$ cat src/rtl/vga_dac_pkg.sv
// Shared VGA timing defaults, pattern-mode encoding and the per-pixel
// pattern function used by the DAC feeder.
package vga_dac_pkg;

  localparam int H_VIS_DEF   = 640;
  localparam int H_FP_DEF    = 16;
  localparam int H_SYNC_DEF  = 96;
  localparam int H_BP_DEF    = 48;
  localparam int V_VIS_DEF   = 480;
  localparam int V_FP_DEF    = 10;
  localparam int V_SYNC_DEF  = 2;
  localparam int V_BP_DEF    = 33;
  localparam int H_TOTAL_DEF = H_VIS_DEF + H_FP_DEF + H_SYNC_DEF + H_BP_DEF;
  localparam int V_TOTAL_DEF = V_VIS_DEF + V_FP_DEF + V_SYNC_DEF + V_BP_DEF;

  localparam int CNT_W = 12;
  localparam int BAR_W = 80;

  typedef enum logic [2:0] {
    MODE_HGRAD  = 3'd0,
    MODE_VGRAD  = 3'd1,
    MODE_XOR    = 3'd2,
    MODE_BARS   = 3'd3,
    MODE_SCROLL = 3'd4
  } mode_e;

  typedef struct packed {
    logic [7:0] r;
    logic [7:0] g;
    logic [7:0] b;
  } rgb_t;

  // Unlisted mode codes fall through to full white.
  function automatic rgb_t patternPixel(input logic [2:0] modeSel,
                                        input logic [CNT_W-1:0] h,
                                        input logic [7:0] v8,
                                        input logic [7:0] f);
    rgb_t pix;
    logic [2:0] bar;
    pix = '0;
    bar = 3'(h / CNT_W'(BAR_W));
    case (modeSel)
      MODE_HGRAD:  pix.r = h[7:0];
      MODE_VGRAD:  pix.g = v8;
      MODE_XOR: begin
        pix.r = h[7:0] ^ v8;
        pix.g = pix.r;
        pix.b = pix.r;
      end
      MODE_BARS: begin
        pix.r = {8{bar[2]}};
        pix.g = {8{bar[1]}};
        pix.b = {8{bar[0]}};
      end
      MODE_SCROLL: pix.g = h[7:0] + f;
      default:     pix = '1;
    endcase
    return pix;
  endfunction

endpackage

$ cat src/rtl/vga_timing.sv
// Horizontal/vertical pixel counters, frame counter and raw (unpipelined)
// sync/blank decode for one VGA raster.
module vga_timing
  import vga_dac_pkg::*;
#(
  parameter int H_VIS  = H_VIS_DEF,
  parameter int H_FP   = H_FP_DEF,
  parameter int H_SYNC = H_SYNC_DEF,
  parameter int H_BP   = H_BP_DEF,
  parameter int V_VIS  = V_VIS_DEF,
  parameter int V_FP   = V_FP_DEF,
  parameter int V_SYNC = V_SYNC_DEF,
  parameter int V_BP   = V_BP_DEF
) (
  input  logic             clk_i,
  input  logic             rst_i,
  output logic [CNT_W-1:0] h_o,
  output logic [CNT_W-1:0] v_o,
  output logic [7:0]       f_o,
  output logic             hsync_o,
  output logic             vsync_o,
  output logic             hblank_o,
  output logic             vblank_o
);

  localparam int H_TOTAL = H_VIS + H_FP + H_SYNC + H_BP;
  localparam int V_TOTAL = V_VIS + V_FP + V_SYNC + V_BP;

  localparam logic [CNT_W-1:0] ONE        = CNT_W'(1);
  localparam logic [CNT_W-1:0] H_LAST     = CNT_W'(H_TOTAL - 1);
  localparam logic [CNT_W-1:0] V_LAST     = CNT_W'(V_TOTAL - 1);
  localparam logic [CNT_W-1:0] V_VIS_LAST = CNT_W'(V_VIS - 1);
  localparam logic [CNT_W-1:0] H_VIS_C    = CNT_W'(H_VIS);
  localparam logic [CNT_W-1:0] V_VIS_C    = CNT_W'(V_VIS);
  localparam logic [CNT_W-1:0] HS_FIRST   = CNT_W'(H_VIS + H_FP);
  localparam logic [CNT_W-1:0] HS_LAST    = CNT_W'(H_VIS + H_FP + H_SYNC - 1);
  localparam logic [CNT_W-1:0] VS_FIRST   = CNT_W'(V_VIS + V_FP);
  localparam logic [CNT_W-1:0] VS_LAST    = CNT_W'(V_VIS + V_FP + V_SYNC - 1);

  logic [CNT_W-1:0] hCnt_q, hCnt_d;
  logic [CNT_W-1:0] vCnt_q, vCnt_d;
  logic [7:0]       frame_q, frame_d;

  // The frame counter steps as the last visible line ends, so the new value
  // is already stable throughout vertical blanking before the next frame.
  always_comb begin
    hCnt_d  = hCnt_q + ONE;
    vCnt_d  = vCnt_q;
    frame_d = frame_q;
    if (hCnt_q == H_LAST) begin
      hCnt_d = '0;
      vCnt_d = (vCnt_q == V_LAST) ? '0 : vCnt_q + ONE;
      if (vCnt_q == V_VIS_LAST) frame_d = frame_q + 8'd1;
    end
  end

  always_ff @(posedge clk_i or posedge rst_i) begin
    if (rst_i) begin
      hCnt_q  <= '0;
      vCnt_q  <= '0;
      frame_q <= '0;
    end else begin
      hCnt_q  <= hCnt_d;
      vCnt_q  <= vCnt_d;
      frame_q <= frame_d;
    end
  end

  assign h_o      = hCnt_q;
  assign v_o      = vCnt_q;
  assign f_o      = frame_q;
  assign hsync_o  = !((hCnt_q >= HS_FIRST) && (hCnt_q <= HS_LAST));
  assign vsync_o  = !((vCnt_q >= VS_FIRST) && (vCnt_q <= VS_LAST));
  assign hblank_o = (hCnt_q >= H_VIS_C);
  assign vblank_o = (vCnt_q >= V_VIS_C);

endmodule

$ cat src/rtl/vga_dac_feeder.sv
// VGA test-pattern source: frame-aligned mode latch, pattern stage and a
// registered output stage feeding true/complement DAC inputs.
module vga_dac_feeder
  import vga_dac_pkg::*;
#(
  parameter int H_VIS  = H_VIS_DEF,
  parameter int H_FP   = H_FP_DEF,
  parameter int H_SYNC = H_SYNC_DEF,
  parameter int H_BP   = H_BP_DEF,
  parameter int V_VIS  = V_VIS_DEF,
  parameter int V_FP   = V_FP_DEF,
  parameter int V_SYNC = V_SYNC_DEF,
  parameter int V_BP   = V_BP_DEF
) (
  input  logic       clk,
  input  logic       rst,
  input  logic [2:0] mode,
  output logic       hsync,
  output logic       vsync,
  output logic       hblank,
  output logic       vblank,
  output logic [7:0] r,
  output logic [7:0] g,
  output logic [7:0] b,
  output logic [7:0] rn,
  output logic [7:0] gn,
  output logic [7:0] bn,
  output logic       r7,
  output logic       g7,
  output logic       b7,
  output logic       r6,
  output logic       g6,
  output logic       b6
);

  logic [CNT_W-1:0] hCnt, vCnt;
  logic [7:0]       frameCnt;
  logic             hsyncRaw, vsyncRaw, hblankRaw, vblankRaw;

  vga_timing #(
    .H_VIS(H_VIS), .H_FP(H_FP), .H_SYNC(H_SYNC), .H_BP(H_BP),
    .V_VIS(V_VIS), .V_FP(V_FP), .V_SYNC(V_SYNC), .V_BP(V_BP)
  ) uTiming (
    .clk_i   (clk),
    .rst_i   (rst),
    .h_o     (hCnt),
    .v_o     (vCnt),
    .f_o     (frameCnt),
    .hsync_o (hsyncRaw),
    .vsync_o (vsyncRaw),
    .hblank_o(hblankRaw),
    .vblank_o(vblankRaw)
  );

  logic [2:0] modeLatched_q, modeLatched_d;
  rgb_t       pix1_q, pix1_d;
  logic       hsync1_q, vsync1_q, hblank1_q, vblank1_q;
  rgb_t       pix2_q, pix2_d;
  rgb_t       pixN_q;
  logic       hsync2_q, vsync2_q, hblank2_q, vblank2_q;
  logic       r7_q, g7_q, b7_q, r6_q, g6_q, b6_q;

  // The first pixel of a frame already uses the newly sampled mode, so a
  // whole frame is always rendered in a single mode.
  always_comb begin
    modeLatched_d = modeLatched_q;
    if ((hCnt == '0) && (vCnt == '0)) modeLatched_d = mode;
    pix1_d = patternPixel(modeLatched_d, hCnt, vCnt[7:0], frameCnt);
    pix2_d = (hblank1_q || vblank1_q) ? '0 : pix1_q;
  end

  always_ff @(posedge clk or posedge rst) begin
    if (rst) begin
      modeLatched_q <= '0;
      pix1_q        <= '0;
      hsync1_q      <= 1'b1;
      vsync1_q      <= 1'b1;
      hblank1_q     <= 1'b0;
      vblank1_q     <= 1'b0;
      pix2_q        <= '0;
      pixN_q        <= '1;
      hsync2_q      <= 1'b1;
      vsync2_q      <= 1'b1;
      hblank2_q     <= 1'b0;
      vblank2_q     <= 1'b0;
      r7_q          <= 1'b0;
      g7_q          <= 1'b0;
      b7_q          <= 1'b0;
      r6_q          <= 1'b0;
      g6_q          <= 1'b0;
      b6_q          <= 1'b0;
    end else begin
      modeLatched_q <= modeLatched_d;
      pix1_q        <= pix1_d;
      hsync1_q      <= hsyncRaw;
      vsync1_q      <= vsyncRaw;
      hblank1_q     <= hblankRaw;
      vblank1_q     <= vblankRaw;
      pix2_q        <= pix2_d;
      pixN_q        <= ~pix2_d;
      hsync2_q      <= hsync1_q;
      vsync2_q      <= vsync1_q;
      hblank2_q     <= hblank1_q;
      vblank2_q     <= vblank1_q;
      r7_q          <= pix2_d.r[7];
      g7_q          <= pix2_d.g[7];
      b7_q          <= pix2_d.b[7];
      r6_q          <= pix2_d.r[6];
      g6_q          <= pix2_d.g[6];
      b6_q          <= pix2_d.b[6];
    end
  end

  // Complements and MSB copies have their own flops so every DAC pin
  // switches on the same clock edge with no gate in between.
  assign hsync  = hsync2_q;
  assign vsync  = vsync2_q;
  assign hblank = hblank2_q;
  assign vblank = vblank2_q;
  assign r      = pix2_q.r;
  assign g      = pix2_q.g;
  assign b      = pix2_q.b;
  assign rn     = pixN_q.r;
  assign gn     = pixN_q.g;
  assign bn     = pixN_q.b;
  assign r7     = r7_q;
  assign g7     = g7_q;
  assign b7     = b7_q;
  assign r6     = r6_q;
  assign g6     = g6_q;
  assign b6     = b6_q;

endmodule
$ cat config.mk
export PLATFORM = sky130hd
export DESIGN_NAME = vga_dac_feeder
export DESIGN_NICKNAME = d
export VERILOG_FILES = /design/src/rtl/vga_dac_pkg.sv /design/src/rtl/vga_timing.sv /design/src/rtl/vga_dac_feeder.sv
export SDC_FILE = /design/constraint.sdc
export NUM_CORES = 1
export LEC_CHECK = 0
export CAP_MARGIN = 5
export CORE_MARGIN = 1
export CORE_UTILIZATION = 57
export DETAILED_ROUTE_END_ITERATION = 10
export DONT_BUFFER_PORTS = 1
export PLACE_DENSITY = 0.75
export SYNTH_ARGS = -nofsm -noshare
export SYNTH_HDL_FRONTEND = slang
export SYNTH_SLANG_ARGS = --single-unit
$ cat constraint.sdc
create_clock -name clk -period 3.4 [get_ports clk]
set_input_delay 0.68 -clock clk [delete_from_list [all_inputs] [get_ports clk]]
set_output_delay 0.68 -clock clk [all_outputs]
set_load 0.01 [all_outputs]
# After elaboration in Yosys (flattened, before gate mapping)
# Index checks and enable logic that the tools add are counted.
# classes
add_sub_neg	4
div	1
order_cmp	6
n_eq_ne	7
mux	7
bitwise	2
reduce_logical	12
# op_table
operator	n
$pmux W8 S5	1
$pmux W8 S4	1
$add A12 B1 Y12 const B	2
$eq A12 B10 Y1 const B	2
$ge A12 B10 Y1 const B	2
$ge A12 B9 Y1 const B	2
$logic_not A12 Y1	2
$mux W12	2
$mux W24	1
$not A24 Y24	1
$pmux W8 S3	1
$div A12 B7 Y12 const B	1
$eq A12 B9 Y1 const B	1
$le A12 B10 Y1 const B	1
$le A12 B9 Y1 const B	1
$add A8 B1 Y8 const B	1
$add A8 B8 Y8	1
$xor A8 B8 Y8	1
$eq A3 B2 Y1 const B	2
$eq A3 B1 Y1 const B	1
$eq A3 B3 Y1 const B	1
$logic_and A1 B1 Y1	3
$logic_not A3 Y1	1
$mux W3	1
5 further kinds	6
# word_totals
register_bits	121
in_bits	5
out_inout_bits	58
word_cells	66

# Longest topological paths before layout
# depth
word_depth	6
depth_mapped	11
depth_no_buf	10

# By module
# From an unflattened synthesis, not the netlist that was laid out.
# unflattened
hier_cells	569
hier_area_um2	5770.5
# by_module_without_submodules
module	instances	cells_each	area_each_um2	seq_area_each_um2
vga_dac_feeder	1	400	4111.4	2112.0
vga_timing	1	169	1659.1	800.8

# Worst setup path after synthesis
# OpenSTA, ideal clock, no wires.
# synth_timing
path_type	reg-to-reg
from	reg uTiming.hCnt_q[1], in the netlist uTiming.h_o[1]
to	reg pix1_q[19] (netlist name)
setup_time_ps	76
arrival_ps	2218
required_ps	3324
path_slack_ps	1106
stages_incl_launch_ff	11
path_buffers	0
synth_period_minus_slack_ps	2294
cell_sequence	dfrtp_1 inv_1 ha_1 nor4b_1 nand4_1 nor2_4 mux2i_2 clkinv_2 nand2_1 mux2_1 o21ai_1
# synth_rtl
item	line	rtl
from (decl)	vga_timing.sv:40	logic [CNT_W-1:0] hCnt_q, hCnt_d;
from (signal assigned)	vga_timing.sv:63	hCnt_q <= hCnt_d;
to (signal assigned)	vga_dac_feeder.sv:94	pix1_q <= pix1_d;
to (decl)	vga_dac_feeder.sv:56	rgb_t pix1_q, pix1_d;

==> metrics.txt <==
outcome completed; Filler Cell Count 715; largest net degree at the start of global routing 54; final wirelength 13000 um; Pleak 2.99 nW; sw frac 0.218; clock share of power 0.530; max-slew violations 0; pwr/cell area 535 nW/um^2; gate count of the mapped netlist 566; total core area 9770 um^2; share of cells above drive strength 1 0.172; Initial Util 0.587; gr usage total 0.272; row cnt 36; Post-Syn Area 5740 um^2; Layout area overhead 11.5%; CTS sink cnt 115; die area 10500 um^2; CP required 3830 ps; Vias/cell 6.04; Post-Synthesis Net Count 584; first-pass GRT wire length 21400 um; peak supply drop 380 uV; CTS tree built; Placed Cells 671; Final Hold Vio Count 0; CP Class reg -> reg; Synth Warn # 0; gpl congestion 0.927; Hold WC Path Type in -> async; Skew-Pair Late Insertion Delay 520 ps; share of power burned in registers 0.440; startpoint types flip-flop; diode count 0; DRC errors left 0; chip width 102 um; Switch Pwr 0.745 mW; CTS root buf clkbuf_8; setup bufs post-CTS 0; drt wl/cell 18.5 um; PortBufs 0; Final period util 0.890; Setup crit end kind flip-flop; die height 102 um; Seq/Total Area, Yosys 0.508; global route total overflow 0; post-route minimum period 3030 ps; Synth async-reset ratio 1.00; drt initial violations 336; measured slew at the worst slew-check pin 850 ps; worst-case clock buffer depth 2; max-cap violations 0; antenna violations before repair 1; worst endpoint data arrival time 3460 ps; dpl hpwl 8570 um; H-tree depth 4; Clk pin slew, worst setup/hold paths 60 ps; syn_area_per_cell 10.1 um^2; synth unique cells 76; flops & latches, synth 115; TNS Setup 0 ps; CTS hold repair buffers 0; Num CTS Buffers 17; RSZ-0062 raised after global routing false; top_reg_cell synth dfrtp_1; io pins 63; EDFF count, synth 0; Pint 2.68 mW; vias in the first global route 4262; drt pass-1 iters 7; final net count 575; DRT antenna net count 0; Logic pwr share 0.030; placed inst area 5780 um^2; via count 4247; Resized Gates After CTS 0; Slew headroom 0.432; final setup vio count 0; Achievable Freq 330 MHz; CP max FO 15; post-route cell area 6390 um^2; clock skew 9.34 ps; final non-filler cell total 703
Yosys cell counts (11+ instances only):
library cell  count  area share
dfrtp_1          87        0.38
nand2_1          74       0.048
nor2_1           39       0.026
inv_1            37       0.024
dfstp_2          28        0.13
nand3_1          26       0.023
xnor2_1          25       0.038
o21ai_0          21       0.018
xor2_1           18       0.027
buf_4            13       0.017
nor2b_1          13       0.014
a21oi_1          12       0.010
buf_2            12       0.010
ha_1             12       0.026
clkbuf_1         11      0.0072
per-stage QoR:
stage          hold slack [ps]  setup WS [ps]  power (mW)  utilization
2_1_floorplan              345           1110        1.60            -
3_3_place_gp               345            680        1.62        0.591
3_5_place_dp               350            544        1.63        0.591
4_1_cts                    201            458        3.45        0.654
5_1_grt                    263            232        3.54        0.654
6_report                   196            373        3.42        0.654
logic make-up after synthesis:
kind of cell               share of synthesized area
and+or+nand+nor                                0.195
DFF                                            0.508
AOI/OAI and AO/OA                              0.113
buffers and inverters                         0.0644
xor gates and xnor gates                      0.0657
muxes                                         0.0246
adders and majority gates                     0.0297
final timing paths:
path | slack [ps] | startpoint | cells past startpoint | endpoint
setup / recovery | 370 | uTiming.h_o[1]$_DFF_PP0_ | 9 | pix1_q[19]$_DFF_PP0_
hold / removal | 200 | rst | 1 | g[4]$_DFF_PP0_
setup reg to reg | 370 | uTiming.h_o[1]$_DFF_PP0_ | 9 | pix1_q[19]$_DFF_PP0_
hold reg to reg | 360 | vsync1_q$_DFF_PP1_ | 0 | vsync$_DFF_PP1_
max in group asynchronous | 2360 | rst | 2 | gn[1]$_DFF_PP1_
min in group clk | 360 | vsync1_q$_DFF_PP1_ | 0 | vsync$_DFF_PP1_
layer usage:
metal / up-vias / share of wire / track usage
li1: 1892 / - / -
met1: 2055 / 0.39 / 0.318
met2: 247 / 0.49 / 0.449
met3: 51 / 0.080 / 0.0759
met4: 2 / 0.040 / 0.160
met5: - / 0.00038 / 0
sequential cells by signal, indices dropped and copies added (netlist names), 3 cells and up:
| name | cells |
|---|---|
| rn | 8 |
| uTiming.v_o | 12 |
| uTiming.f_o | 8 |
| uTiming.h_o | 12 |
| modeLatched_q | 3 |
| gn | 8 |
| b | 7 |
| pix1_q | 24 |
| r | 8 |
| g | 7 |
| bn | 8 |
cell type report:
class	count	area (um^2)	share of cell area
Clock buffer	21	469	0.0734
Multi-Input combinational cell	374	2450	0.384
Timing Repair Buffer	11	95.1	0.0149
Inverter	38	148	0.0231
Tap cell	133	166	0.0260
Sequential cell	115	2910	0.455
Clock inverter	11	150	0.0235
layout by cell type, fill, tap and decap left out, drive strengths merged, types with 4 or more instances in the layout:
master	instances
a21o	6
a21oi	12
a22oi	4
a31oi	5
and3	5
buf	11
clkbuf	21
clkinv	6
dfrtp	87
dfstp	28
ha	12
inv	37
mux2	6
mux2i	7
nand2	74
nand2b	6
nand3	27
nand4	10
nor2	40
nor2b	13
nor3	11
nor3b	5
o211ai	5
o21ai	26
o31ai	4
xnor2	25
xor2	18
critical path: stages (launching register included):
cell and delay, ps:
dfrtp_1 480, inv_1 120, ha_1 150, nor4b_1 260, nand4_1 230, nor2_4 410
mux2i_1 670, nand2_1 140, mux2_1 340, o21ai_1 150
power by group through the flow:
| stage | Combinational [mW] | Clock (mW) | Sequential, mW |
|---|---|---|---|
| finish | 0.102 | 1.81 | 1.51 |
| global placement | 0.0953 | 0 | 1.53 |
| floorplan | 0.0821 | 0 | 1.52 |
| global route | 0.118 | 1.90 | 1.52 |
| CTS | 0.103 | 1.84 | 1.51 |
| detailed placement | 0.0998 | 0 | 1.53 |
No activity file was read; power rests on OpenSTA's default activity.
